$ cat config.mk
export PLATFORM = sky130hd
export DESIGN_NAME = uart_tx_arbiter
export DESIGN_NICKNAME = d
export VERILOG_FILES = /design/src/rtl/uart_arb_pkg.sv /design/src/rtl/uart_rr_pick.sv /design/src/rtl/uart_tx_arbiter.sv
export SDC_FILE = /design/constraint.sdc
export NUM_CORES = 1
export LEC_CHECK = 0
export CAP_MARGIN = 25
export CORE_UTILIZATION = 40
export DETAILED_ROUTE_END_ITERATION = 12
export GPL_TIMING_DRIVEN = 0
export MAX_ROUTING_LAYER = met4
export PLACE_DENSITY_LB_ADDON = 0.1
export SLEW_MARGIN = 20
export SYNTH_ARGS = -nofsm -noshare
export SYNTH_HDL_FRONTEND = slang
export SYNTH_SLANG_ARGS = --single-unit
export TNS_END_PERCENT = 20
$ cat constraint.sdc
create_clock -name clk -period 2.2 [get_ports clk]
set_clock_uncertainty 0.15 [all_clocks]
set_input_delay 0.44 -clock clk [delete_from_list [all_inputs] [get_ports clk]]
set_output_delay 0.44 -clock clk [all_outputs]
set_load 0.01 [all_outputs]
$ cat src/rtl/uart_arb_pkg.sv
// Shared definitions for the UART transmitter arbiter: FSM state encodings and the byte width.
package uart_arb_pkg;

  localparam int DATA_W = 8;

  typedef enum logic [2:0] {
    IDLE  = 3'd0,
    START = 3'd1,
    RETRY = 3'd2,
    SEND  = 3'd3,
    DONE  = 3'd4
  } arb_state_t;

endpackage

$ cat src/rtl/uart_rr_pick.sv
// Combinational winner picker: round-robin from rr_ptr by default, or fixed priority
// (lowest index wins) when UART_ARB_FIXED_PRIO_EN is defined.
module uart_rr_pick #(
  parameter int N_REQ = 4,
  parameter int IDX_W = (N_REQ > 1) ? $clog2(N_REQ) : 1
) (
  input  logic [N_REQ-1:0] req,
  input  logic [IDX_W-1:0] rr_ptr,
  output logic [N_REQ-1:0] win,
  output logic [IDX_W-1:0] win_idx
);

  logic [IDX_W-1:0] cand;
  logic             found;

`ifdef UART_ARB_FIXED_PRIO_EN
  logic unused_rr_ptr;
  assign unused_rr_ptr = ^rr_ptr;
`endif

  always_comb begin
    win_idx = '0;
    cand    = '0;
    found   = 1'b0;
`ifdef UART_ARB_FIXED_PRIO_EN
    for (int i = 0; i < N_REQ; i++) begin
      cand = IDX_W'(i);
      if (!found && req[cand]) begin
        found   = 1'b1;
        win_idx = cand;
      end
    end
`else
    // Search begins at rr_ptr and wraps, so the last owner is checked last.
    for (int i = 0; i < N_REQ; i++) begin
      cand = IDX_W'((int'(rr_ptr) + i) % N_REQ);
      if (!found && req[cand]) begin
        found   = 1'b1;
        win_idx = cand;
      end
    end
`endif
    win = found ? (N_REQ'(1) << win_idx) : '0;
  end

endmodule

$ cat src/rtl/uart_tx_arbiter.sv
// Shares one uarttx byte transmitter between N_REQ requesters; holds the FSM, the tx_data latch,
// the start timeout and rr_ptr. Define UART_ARB_FIXED_PRIO_EN for fixed-priority arbitration.
module uart_tx_arbiter
  import uart_arb_pkg::*;
#(
  parameter int N_REQ     = 4,
  parameter int START_TMO = 8
) (
  input  logic                    clk,
  input  logic                    rst,
  input  logic [N_REQ-1:0]        req,
  input  logic [DATA_W*N_REQ-1:0] req_data,
  output logic [N_REQ-1:0]        grant,
  output logic [N_REQ-1:0]        ack,
  output logic                    busy,
  output logic [DATA_W-1:0]       tx_data,
  output logic                    tx_en,
  input  logic                    tx_status,
  output arb_state_t              state_dbg
);

  // Handshake: a requester raises req with its byte on req_data and keeps req up until its
  // one-cycle ack; the byte is captured when grant rises and may change afterwards.
  localparam int IDX_W = (N_REQ > 1) ? $clog2(N_REQ) : 1;
  localparam int TMO_W = $clog2(START_TMO) + 1;
  localparam logic [TMO_W-1:0] TMO_LAST = TMO_W'(START_TMO - 1);

  arb_state_t        state, state_next;
  logic [TMO_W-1:0]  tmo;
  logic [IDX_W-1:0]  rr_ptr;
  logic [IDX_W-1:0]  win_idx;
  logic [N_REQ-1:0]  win;
  logic [DATA_W-1:0] slot [N_REQ];
  logic              arb_go;

  for (genvar g = 0; g < N_REQ; g++) begin : g_slot
    assign slot[g] = req_data[g*DATA_W +: DATA_W];
  end

  uart_rr_pick #(
    .N_REQ (N_REQ),
    .IDX_W (IDX_W)
  ) u_pick (
    .req     (req),
    .rr_ptr  (rr_ptr),
    .win     (win),
    .win_idx (win_idx)
  );

  // A low tx_status in IDLE means uarttx is still finishing a frame from before a reset.
  assign arb_go    = (state == IDLE) && (|req) && tx_status;
  assign busy      = (state != IDLE);
  assign state_dbg = state;

  always_ff @(posedge clk or posedge rst) begin
    if (rst) state <= IDLE;
    else     state <= state_next;
  end

  always_comb begin
    state_next = state;
    case (state)
      IDLE:    if (arb_go) state_next = START;
      START: begin
        if (!tx_status)            state_next = SEND;
        else if (tmo == TMO_LAST)  state_next = RETRY;
      end
      RETRY:   state_next = START;
      SEND:    if (tx_status) state_next = DONE;
      DONE:    state_next = IDLE;
      default: state_next = IDLE;
    endcase
  end

  always_ff @(posedge clk or posedge rst) begin
    if (rst) begin
      grant   <= '0;
      ack     <= '0;
      tx_data <= '0;
      tx_en   <= 1'b0;
      tmo     <= '0;
    end else begin
      tx_en <= (state_next == START);
      ack   <= (state == SEND && tx_status) ? grant : '0;
      if (arb_go) begin
        grant   <= win;
        tx_data <= slot[win_idx];
      end else if (state == DONE) begin
        grant <= '0;
      end
      // Counts START cycles only; any exit (including RETRY) restarts the window.
      if (state == START && state_next == START) begin
        if (tmo != '1) tmo <= tmo + 1'b1;
      end else begin
        tmo <= '0;
      end
    end
  end

`ifdef UART_ARB_FIXED_PRIO_EN
  assign rr_ptr = '0;
`else
  logic [IDX_W-1:0] own_idx;

  always_ff @(posedge clk or posedge rst) begin
    if (rst) begin
      own_idx <= '0;
      rr_ptr  <= '0;
    end else begin
      if (arb_go) own_idx <= win_idx;
      if (state == DONE)
        rr_ptr <= (own_idx == IDX_W'(N_REQ - 1)) ? '0 : own_idx + 1'b1;
    end
  end
`endif

endmodule
-- Word level (Yosys, flattened, before mapping)
Index checks and enable logic that the tools add are counted.
- register bits after elaboration: 28
- $lt $le $gt $ge: 5
- mux-type cells: 31
- reductions and logical operators: 14
- shift operators: 1
- add/subtract/negate cells: 5
- bitwise gates (word level): 1
- equal/unequal tests: 9
- operator list (operator ; count):
    2-to-1 mux 4 bit ; 6
    binary-select mux 8 bit (select 2 bit) ; 1
    2-to-1 mux 8 bit ; 2
    less-than comparator 2 x 3 -> 1 bit, second input constant ; 4
    2-to-1 mux 3 bit ; 4
    case mux 3 bit (4 select lines) ; 1
    2-to-1 mux 2 bit ; 5
    binary-select mux 1 bit (select 2 bit) ; 4
    2-to-1 mux 1 bit ; 8
    logical AND 1 bit ; 7
    == test 3 x 1 -> 1 bit, second input constant ; 2
    == test 3 x 2 -> 1 bit, second input constant ; 2
    adder 2 x 1 -> 2 bit, second input constant ; 2
    adder 2 bit, second input constant ; 2
    adder 4 x 1 -> 4 bit, second input constant ; 1
    == test 4 x 3 -> 1 bit, second input constant ; 1
    != test 4 bit, second input constant ; 1
    OR reduction 4 bit ; 1
    << shifter 1 x 2 -> 4 bit, first input constant ; 1
    == test 3 bit, second input constant ; 1
    >= comparator 3 bit, second input constant ; 1
    zero test 1 bit ; 3
    zero test 3 bit ; 1
    NOT 2 -> 3 bit ; 1
    other kinds (4) ; 4

-- Logic depth before layout (Yosys ltp)
Gate-level depths: netlist of the first run.
- depth after elaboration: 16
- depth in mapped cells: 6
- depth with buffers taken out: 6

-- By module
From an unflattened synthesis of the first run, not the netlist that was laid out.
- cell total of the unflattened synthesis: 123
- area total of the unflattened synthesis: 1585.3 um^2
- modules (own cells, without submodules) (module ; sequential area each (um^2) ; cells each ; instances ; area an instance (um^2)):
    uart_tx_arbiter ; 700.7 ; 92 ; 1 ; 1387.6
    uart_rr_pick ; 0.0 ; 31 ; 1 ; 197.7

-- Worst setup path after synthesis of the first run
OpenSTA, ideal clock, no wires.
- path type: input-to-reg
- start: input req[0]
- end: register tx_data[0]
- slack: 0.394 ns
- cell stages on the path: 6
- arrival time: 1.524 ns
- library setup time: 0.133 ns
- cells stage by stage: nor2b_1 > a211o_1 > a21oi_2 > buf_4 > mux2i_1 > o221ai_2
- longest elaborated chain between the ends: 16
- elaborated cells on any way between the ends: 28
- classes of those cells: 18 x mux; 1 x bitwise; 9 x reduce/logical
- RTL lines (what ; RTL line ; source):
    start, declared ; uart_tx_arbiter.sv:11 ; input logic [N_REQ-1:0] req,
    binary-select mux 1 bit (select 2 bit) ; uart_rr_pick.sv:37 ; if (!found && req[cand]) begin
    2-to-1 mux 1 bit (not written as such) ; uart_rr_pick.sv:37 ;
    2-to-1 mux 1 bit ; uart_rr_pick.sv:37 ;
    zero test 1 bit ; uart_rr_pick.sv:37 ;
    logical AND 1 bit ; uart_rr_pick.sv:37 ;
    2-to-1 mux 1 bit ; uart_rr_pick.sv:37 ;
    zero test 1 bit ; uart_rr_pick.sv:37 ;
    logical AND 1 bit ; uart_rr_pick.sv:37 ;
    2-to-1 mux 1 bit ; uart_rr_pick.sv:37 ;
    zero test 1 bit ; uart_rr_pick.sv:37 ;
    logical AND 1 bit ; uart_rr_pick.sv:37 ;
    2-to-1 mux 2 bit ; uart_rr_pick.sv:37 ;
    NOT 2 -> 3 bit (not written as such) ; uart_tx_arbiter.sv:87 ; tx_data <= slot[win_idx];
    binary-select mux 8 bit (select 2 bit) ; uart_tx_arbiter.sv:87 ;
    2-to-1 mux 8 bit (not written as such) (2 in series) ; uart_tx_arbiter.sv:87 ;
    end signal, assigned ; uart_tx_arbiter.sv:87 ;
    end, declared ; uart_tx_arbiter.sv:16 ; output logic [DATA_W-1:0] tx_data,
Several ways; a longest one is shown, not always the timed one. The select of a mux whose other input is x is not followed.
A chain may end at the register's enable or synchronous reset.

-- Worst setup path in the final report of the first run
- start: register state[2] (netlist: state_dbg[2])
- end: output busy
- longest elaborated chain between the ends: 1
- RTL lines (what ; RTL line ; source):
    start, declared ; uart_tx_arbiter.sv:28 ; arb_state_t state, state_next;
    start signal, assigned ; uart_tx_arbiter.sv:57 ; else state <= state_next;
    nonzero test 3 bit ; uart_tx_arbiter.sv:52 ; assign busy = (state != IDLE);
    end, declared ; uart_tx_arbiter.sv:15 ; output logic busy,
Every way passes these cells.

==> metrics.csv, run 1 <==
stage,metric,value,unit
sta,tightest_slew,0.684,ns
critical_path,r2r_slack,0.36,ns
critical_path,crit_path_end,busy,
job,maxCapViolations,0,
placement,dp_hpwl,2710,um
critical_path,cp-start-kind,flip-flop,
global_route,grt_max_degree,18,
critical_path,path_class,reg -> out,
synthesis,async_reset_ff_frac,1.00,
worst_hold_path,min_path_type,reg -> reg,
synthesis,synthCells,136,
clocking,cts_buffers,3,
sta,tns,0,ns
sta,period_needed,2.12,ns
global_route,grt_pass1_wl,5810,um
floorplan,die_area,3970,um2
global_route,grt.total_usage,0.190,
clocking,clockBufferDepth,2,
power,p_total,2.20,mW
floorplan,fp.dieW,63.0,um
clocking,cts-hold-fix-buffers,0,
final_layout,fill_cells,269,
critical_path,cp.arrival,1.53,ns
sta,fin_ws,0.0810,ns
floorplan,initial_core_util,0.432,
clocking,cts-root-buf,clkbuf_8,
critical_path,crit_fanout,5,
critical_path,required,1.61,ns
routing,drt-total-wl,3590,um
global_route,antenna_found_initial,0,
synthesis,netlist_area,1490,um2
clocking,clock_latency,0.27,ns
final_layout,fin_nets,245,
power,vdd_drop_max,0.401,mV
final_layout,drive_gt1_frac,0.163,
floorplan,core_area,3440,um2
routing,drt_iter0_drc,49,
global_route,grt_pass1_vias,1289,
worst_hold_path,hold_path_depth,2,
critical_path,r2r_cells,6,
floorplan,row_count,21,
final_layout,area_growth,51.9,%
sta,setup_viol,0,
global_route,grt_overflow_total,0,
synthesis,synth_warnings,0,
placement,dp_slack,-0.287,ns
power,power.density,974,nW/um2
critical_path,startpoint,state_dbg[2],
synthesis,avgSynthCellArea,10.9,um2
floorplan,die-height,63.0,um
sta,grt_setup_unrepaired,false,
synthesis,synth_cell_types,36,
power,p_leak,0.979,nW
critical_path,reg2reg_from,rr_ptr[0],
sta,timing.final.crit_share,0.963,
clocking,cts.sink_count,28,
synthesis,synth-seq-cells,28,
sta,slew-limit-headroom,0.544,
sta,hold_viol_final,0,
clocking,cts.htree.levels,1,
critical_path,endpoint_kind,output pin,
synthesis,ys_seq_area_frac,0.471,
routing,vias,1325,
placement,globalplace.congestion,0.820,
synthesis,synth_flop_cell,dfrtp_1,
routing,vias_per_cell,5.34,
critical_path,r2r-end,tx_data[5],
final_layout,num_antenna_cells,0,
synthesis,syn-num-nets,177,
floorplan,ios,60,
sta,drv_slew,0,
placement,portBuffers,59,
synthesis,synth_edf_count,0,
clocking,cts.clk_slew.worst_paths,0.09,ns
routing,wire_per_inst,14.5,um
run_status,status,"finished, final reports clean",
clocking,cts_tree,done,
routing,drc,0,
final_layout,postLayoutCoreUtil,0.656,
routing,ant_nets,0,
sta,max_freq,0.472,GHz
routing,firstDrtPassIters,4,
-- placed cells by master, fill, tap and decap left out, types with 2 or more instances in the layout --
cell type        count
mux2i_1             12
nor2_1              10
nand3_1              6
buf_4                2
o221ai_2             7
a21oi_1              2
inv_1                5
o31ai_1              2
dfrtp_1             27
buf_8                2
mux2i_2              5
mux2_2               2
nand2_1             14
o221ai_1             2
nor4_1               2
and2_1               5
nor3_1               4
dlymetal6s2s_1       2
ha_1                 2
nor3b_1              2
clkbuf_8             3
o21ai_0              4
clkdlybuf4s50_1     57
nor2b_1              2
buf_6                2
-- sequential cells by signal (all words and copies together), names as in the netlist --
| signal | cells |
|---|---|
| tx_data | 8 |
| ack | 4 |
| grant | 4 |
| tmo | 4 |
| state_dbg | 3 |
| own_idx | 2 |
| rr_ptr | 2 |
| tx_en | 1 |
-- how the worst min path moves through the flow --
stage | to | slack, ns | from
finish | tx_data[0] | 0.35 | tx_data[0]
global route | tx_data[3] | 0.37 | tx_data[3]
CTS | tx_data[4] | 0.35 | tx_data[4]
detailed placement | tx_data[5] | 0.32 | tx_data[5]
global placement | rr_ptr[0] | 0.32 | own_idx[0]
floorplan | own_idx[1] | 0.30 | own_idx[1]
-- timing repair --
item                                    in CTS  in global routing
cloned                                       0                  1
buffers inserted                             0                  2
pin swaps                                    0                  2
gates resized for setup                      1                 13
endpoints found under the setup margin       2                 11
-- final cells by class --
class | count | area (um2) | share of cell area
multi-input combinational | 97 | 759 | 0.336
sequential | 28 | 702 | 0.311
timing repair buffer | 63 | 631 | 0.279
tap | 46 | 57.6 | 0.0255
buffer | 5 | 46.3 | 0.0205
clock buffer | 3 | 41.3 | 0.0183
inverter | 6 | 22.5 | 0.00997
-- report_power, final --
group          total (mW)  internal [mW]  switching, mW  leakage (nW)
registers           0.835          0.688          0.147         0.362
logic                1.09          0.622          0.472         0.595
clock network       0.271          0.123          0.148        0.0216
-- logic make-up (layout without fill, tap and decap cells) --
kind of cell               after synthesis  count (layout)  synth area share
and+or+nand+nor                         50              50             0.168
DFF                                     28              28             0.471
AOI/OAI and AO/OA                       25              25             0.168
muxes                                   19              19             0.130
buffers and inverters                   11              77            0.0404
adders and majority gates                2               2            0.0168
xor gates and xnor gates                 1               1           0.00589
-- critical path, cell delays in order (launching register included) --
cell and delay [ns]:
dfrtp_1 0.46, nor3_4 0.27, inv_1 0.06, clkdlybuf4s50_1 0.48
-- synth_stat cells (2+ instances only) --
cell type,n,share of area
nor2_1,10,0.025
clkbuf_1,2,0.0050
and2_1,5,0.021
o21ai_0,4,0.013
a21oi_1,2,0.0067
nand3_1,6,0.020
nor3b_1,2,0.010
nor4_1,2,0.0084
buf_6,2,0.015
o221ai_1,2,0.012
nor2b_1,2,0.0084
dfrtp_1,28,0.47
nor3_1,4,0.013
mux2i_1,17,0.11
o31ai_1,2,0.010
o221ai_2,7,0.071
mux2_2,2,0.015
ha_1,2,0.017
nand2_1,14,0.035
inv_1,5,0.013
-- per-layer routing --
metal  share of wire  global-route usage
met5               0                   -
met4           0.012              0.0581
met3           0.040              0.0201
met2            0.54               0.343
met1            0.41               0.220
-- stage by stage --
stage	area, um2	hold slack [ns]	std cells
4_1_cts	2200	0.353	245
3_3_place_gp	2140	0.319	241
5_1_grt	2260	0.373	248
3_5_place_dp	2150	0.324	242
2_1_floorplan	1490	0.301	136
6_report	2260	0.348	248
(Power assumes the default switching activity.)
==> run 2: changes to the inputs <==
--- a/config.mk
+++ b/config.mk
@@ -5,12 +5,14 @@
 export SDC_FILE = /design/constraint.sdc
 export NUM_CORES = 1
 export LEC_CHECK = 0
+export ABC_AREA = 1
 export CAP_MARGIN = 25
 export CORE_UTILIZATION = 40
 export DETAILED_ROUTE_END_ITERATION = 12
 export GPL_TIMING_DRIVEN = 0
 export MAX_ROUTING_LAYER = met4
 export PLACE_DENSITY_LB_ADDON = 0.1
+export SKIP_CTS_REPAIR_TIMING = 1
 export SLEW_MARGIN = 20
 export SYNTH_ARGS = -nofsm -noshare
 export SYNTH_HDL_FRONTEND = slang
==> run 2 against run 1 <==
Global-route usage up 2.6 points. Sequential power shrank 1%. Synthesized cell count increased by 88%.
==> metrics.csv, run 2 <==
stage,metric,value,unit,change
run_status,status,"finished, final reports clean",,
critical_path,endpoint_kind,output pin,,
synthesis,yosysMostFrequentCell,nand2_1,,
critical_path,slowest_delay,0.49,ns,about the same
clocking,cts_buffers,3,,unchanged
critical_path,crit_fanout,6,,+1
synthesis,synth_flop_cell,dfrtp_1,,
sta,drv_slew,0,,unchanged
placement,portBuffers,59,,unchanged
critical_path,startpoint,state_dbg[1],,
placement,dp_cells,365,,+51%
synthesis,synth_top_area_cell,dfrtp_1,,
clocking,clockBufferDepth,2,,unchanged
critical_path,cp-start-kind,flip-flop,,
global_route,grt_max_degree,17,,-1
routing,ant_nets,0,,unchanged
sta,period_needed,2.09,ns,-0.0276 ns
final_layout,final_cells,374,,+51%
sta,max_freq,0.478,GHz,+1.3%
power,combPwrFrac,0.691,,+0.194
synthesis,synth.top_cell.area_share,0.396,,-0.0749
placement,globalplace.congestion,0.847,,+3.4%
floorplan,initial_core_util,0.430,,-0.00229
sta,worst_hold_slack,0.335,ns,-0.0130 ns
synthesis,synth_cell_types,28,,-22%
synthesis,synth_area_leaders,"dfrtp_1 40%, nand2_1 26%, nand4_1 7.1%",,
synthesis,synth-seq-cells,28,,unchanged
global_route,grt_overflow_total,0,,unchanged
power,p_seq_frac,0.233,,-0.147
synthesis,synth_warnings,0,,unchanged
routing,drt_iter0_drc,98,,+100%
critical_path,required,1.61,ns,about the same
critical_path,reg2reg_from,rr_ptr[1],,
final_layout,final_cell_mix,"123 x nand2_1, 55 x clkdlybuf4s50_1, 26 x dfrtp_1",,
sta,fin_ws,0.109,ns,+0.0276 ns
critical_path,slowest_stage,clkdlybuf4s50_1,,
final_layout,fin_nets,367,,+50%
power,power.internal,1.84,mW,+28%
power,vdd_drop_max,0.713,mV,+78%
synthesis,synth_edf_count,0,,unchanged
clocking,cts_tree,done,,
critical_path,cp.arrival,1.50,ns,-0.03 ns
routing,vias,1842,,+39%
synthesis,async_reset_ff_frac,1.00,,unchanged
clocking,clock_latency,0.27,ns,about the same
sta,slew-limit-headroom,0.633,,+0.0893
power,p_total,3.53,mW,+60%
routing,drc,0,,unchanged
routing,drt-total-wl,4870,um,+36%
job,maxCapViolations,0,,unchanged
synthesis,synthCells,255,,+88%
final_layout,num_antenna_cells,0,,unchanged
final_layout,final_common_cell,nand2_1,,
critical_path,crit_chain,"nor2_1, nand2_1, clkdlybuf4s50_1",,
synthesis,syn-num-nets,296,,+67%
critical_path,r2r_slack,0.16,ns,-0.20 ns
sta,hold_viol_final,0,,unchanged
global_route,grt.total_usage,0.217,,+0.0262
synthesis,netlist_area,1770,um2,+19%
routing,wire_per_inst,13.0,um,-10%
synthesis,synth_common_cells,"124 x nand2_1, 28 x dfrtp_1, 20 x nand4_1, 18 x inv_1, 12 x nor2_1",,
critical_path,path_class,reg -> out,,
synthesis,ys_seq_area_frac,0.396,,-0.0749
routing,firstDrtPassIters,4,,unchanged
clocking,cts-root-buf,clkbuf_8,,
critical_path,r2r-end,tx_data[3],,
global_route,antenna_found_initial,0,,unchanged
floorplan,fp.dieW,68.5,um,+8.8%
floorplan,core_area,4120,um2,+20%
power,clock_power_share,0.076,,-0.047
global_route,grt_pass1_vias,1616,,+25%
critical_path,r2r_cells,15,,+9
final_layout,area_growth,46.1,%,
power,p_sw,1.69,mW,+120%
floorplan,ios,60,,unchanged
clocking,cts.htree.levels,1,,unchanged
clocking,cts.sink_count,28,,unchanged
floorplan,die_area,4690,um2,+18%
final_layout,largest-register,tx_data,,
power,swShare,0.478,,+0.130
floorplan,die-height,68.5,um,+8.8%
sta,tightest_slew,0.550,ns,-0.134 ns
final_layout,largest_reg_flops,8,,unchanged
synthesis,avgSynthCellArea,6.94,um2,-37%
floorplan,row_count,23,,+9.5%
final_layout,drive_gt1_frac,0.133,,-0.0307
clocking,cts.clk_slew.worst_paths,0.09,ns,about the same
global_route,grt_pass1_wl,7310,um,+26%
power,p_leak,1.35,nW,+38%
sta,grt_setup_unrepaired,false,,
routing,vias_per_cell,4.93,,-7.8%
sta,tns,0,ns,unchanged
worst_hold_path,min_path_type,reg -> reg,,
power,power.density,1360,nW/um2,+40%
sta,setup_viol,0,,unchanged
placement,dp_hpwl,3430,um,+26%
placement,dp_slack,-0.260,ns,+0.0269 ns
sta,timing.final.crit_share,0.951,,-0.0125
critical_path,crit_path_end,busy,,
-- run 2: changes by cell type after synthesis, moves of 3 or more --
cell and change:
and2_1 -5, buf_2 +3, inv_1 +13, mux2i_1 -17
nand2_1 +110, nand2_2 +5, nand3_1 +3, nand4_1 +20
nor3_1 -3, o21ai_0 +3, o221ai_2 -7
-- run 2: kinds of logic (layout without fill, tap and decap cells) --
group           count (synthesis)  after routing  share of synthesized area
buf+inv                        30             99                     0.0806
compound gates                 15             15                     0.0516
simple gates                  179            179                      0.453
xor+xnor                        1              1                    0.00495
flops                          28             28                      0.396
fa+ha+maj                       2              2                     0.0141
-- run 2: layout make-up --
cell class	count	area, um2
Inverter	21	78.8
Multi-Input combinational cell	197	955
Clock buffer	3	41.3
Buffer	9	71.3
Sequential cell	28	703
Fill cell	382	1530
Timing Repair Buffer	66	673
Tap cell	50	62.6
-- run 2: power by group through the flow --
stage / registers (mW) / logic, mW / clock network (mW)
CTS: 0.815 / 2.25 / 0.277
finish: 0.823 / 2.44 / 0.267
global placement: 0.819 / 2.22 / 0
floorplan: 0.860 / 1.48 / 0
global route: 0.840 / 2.72 / 0.293
detailed placement: 0.821 / 2.23 / 0
-- run 2: worst max-delay path, delay by kind of cell, from the launching register on --
| kind | cells | cell delay (ns) |
|---|---|---|
| buf+inv | 1 | 0.49 |
| simple gates | 2 | 0.30 |
| flops | 1 | 0.45 |
-- run 2: layer usage --
metal / vias to the layer above / share of wire / GRT usage
li1: 962 / - / -
met1: 833 / 0.48 / 0.284
met2: 45 / 0.47 / 0.355
met3: 2 / 0.044 / 0.0313
met4: 0 / 0.0045 / 0.0469
met5: - / 0 / -
-- run 2: stage by stage --
step / utilization / instance area [um2]
5_1_grt: 0.628 / 2580
6_report: 0.628 / 2580
4_1_cts: 0.605 / 2490
3_5_place_dp: 0.595 / 2450
3_3_place_gp: 0.589 / 2420
2_1_floorplan: - / 1770
-- run 2: worst min-delay path by stage --
stage	start	to	cells after the start
6_report	tx_data[0]	tx_data[0]	2
5_1_grt	tx_data[4]	tx_data[4]	2
4_1_cts	tx_data[0]	tx_data[0]	2
3_5_place_dp	tx_data[4]	tx_data[4]	2
3_3_place_gp	tx_data[0]	tx_data[0]	2
2_1_floorplan	own_idx[1]	own_idx[1]	2
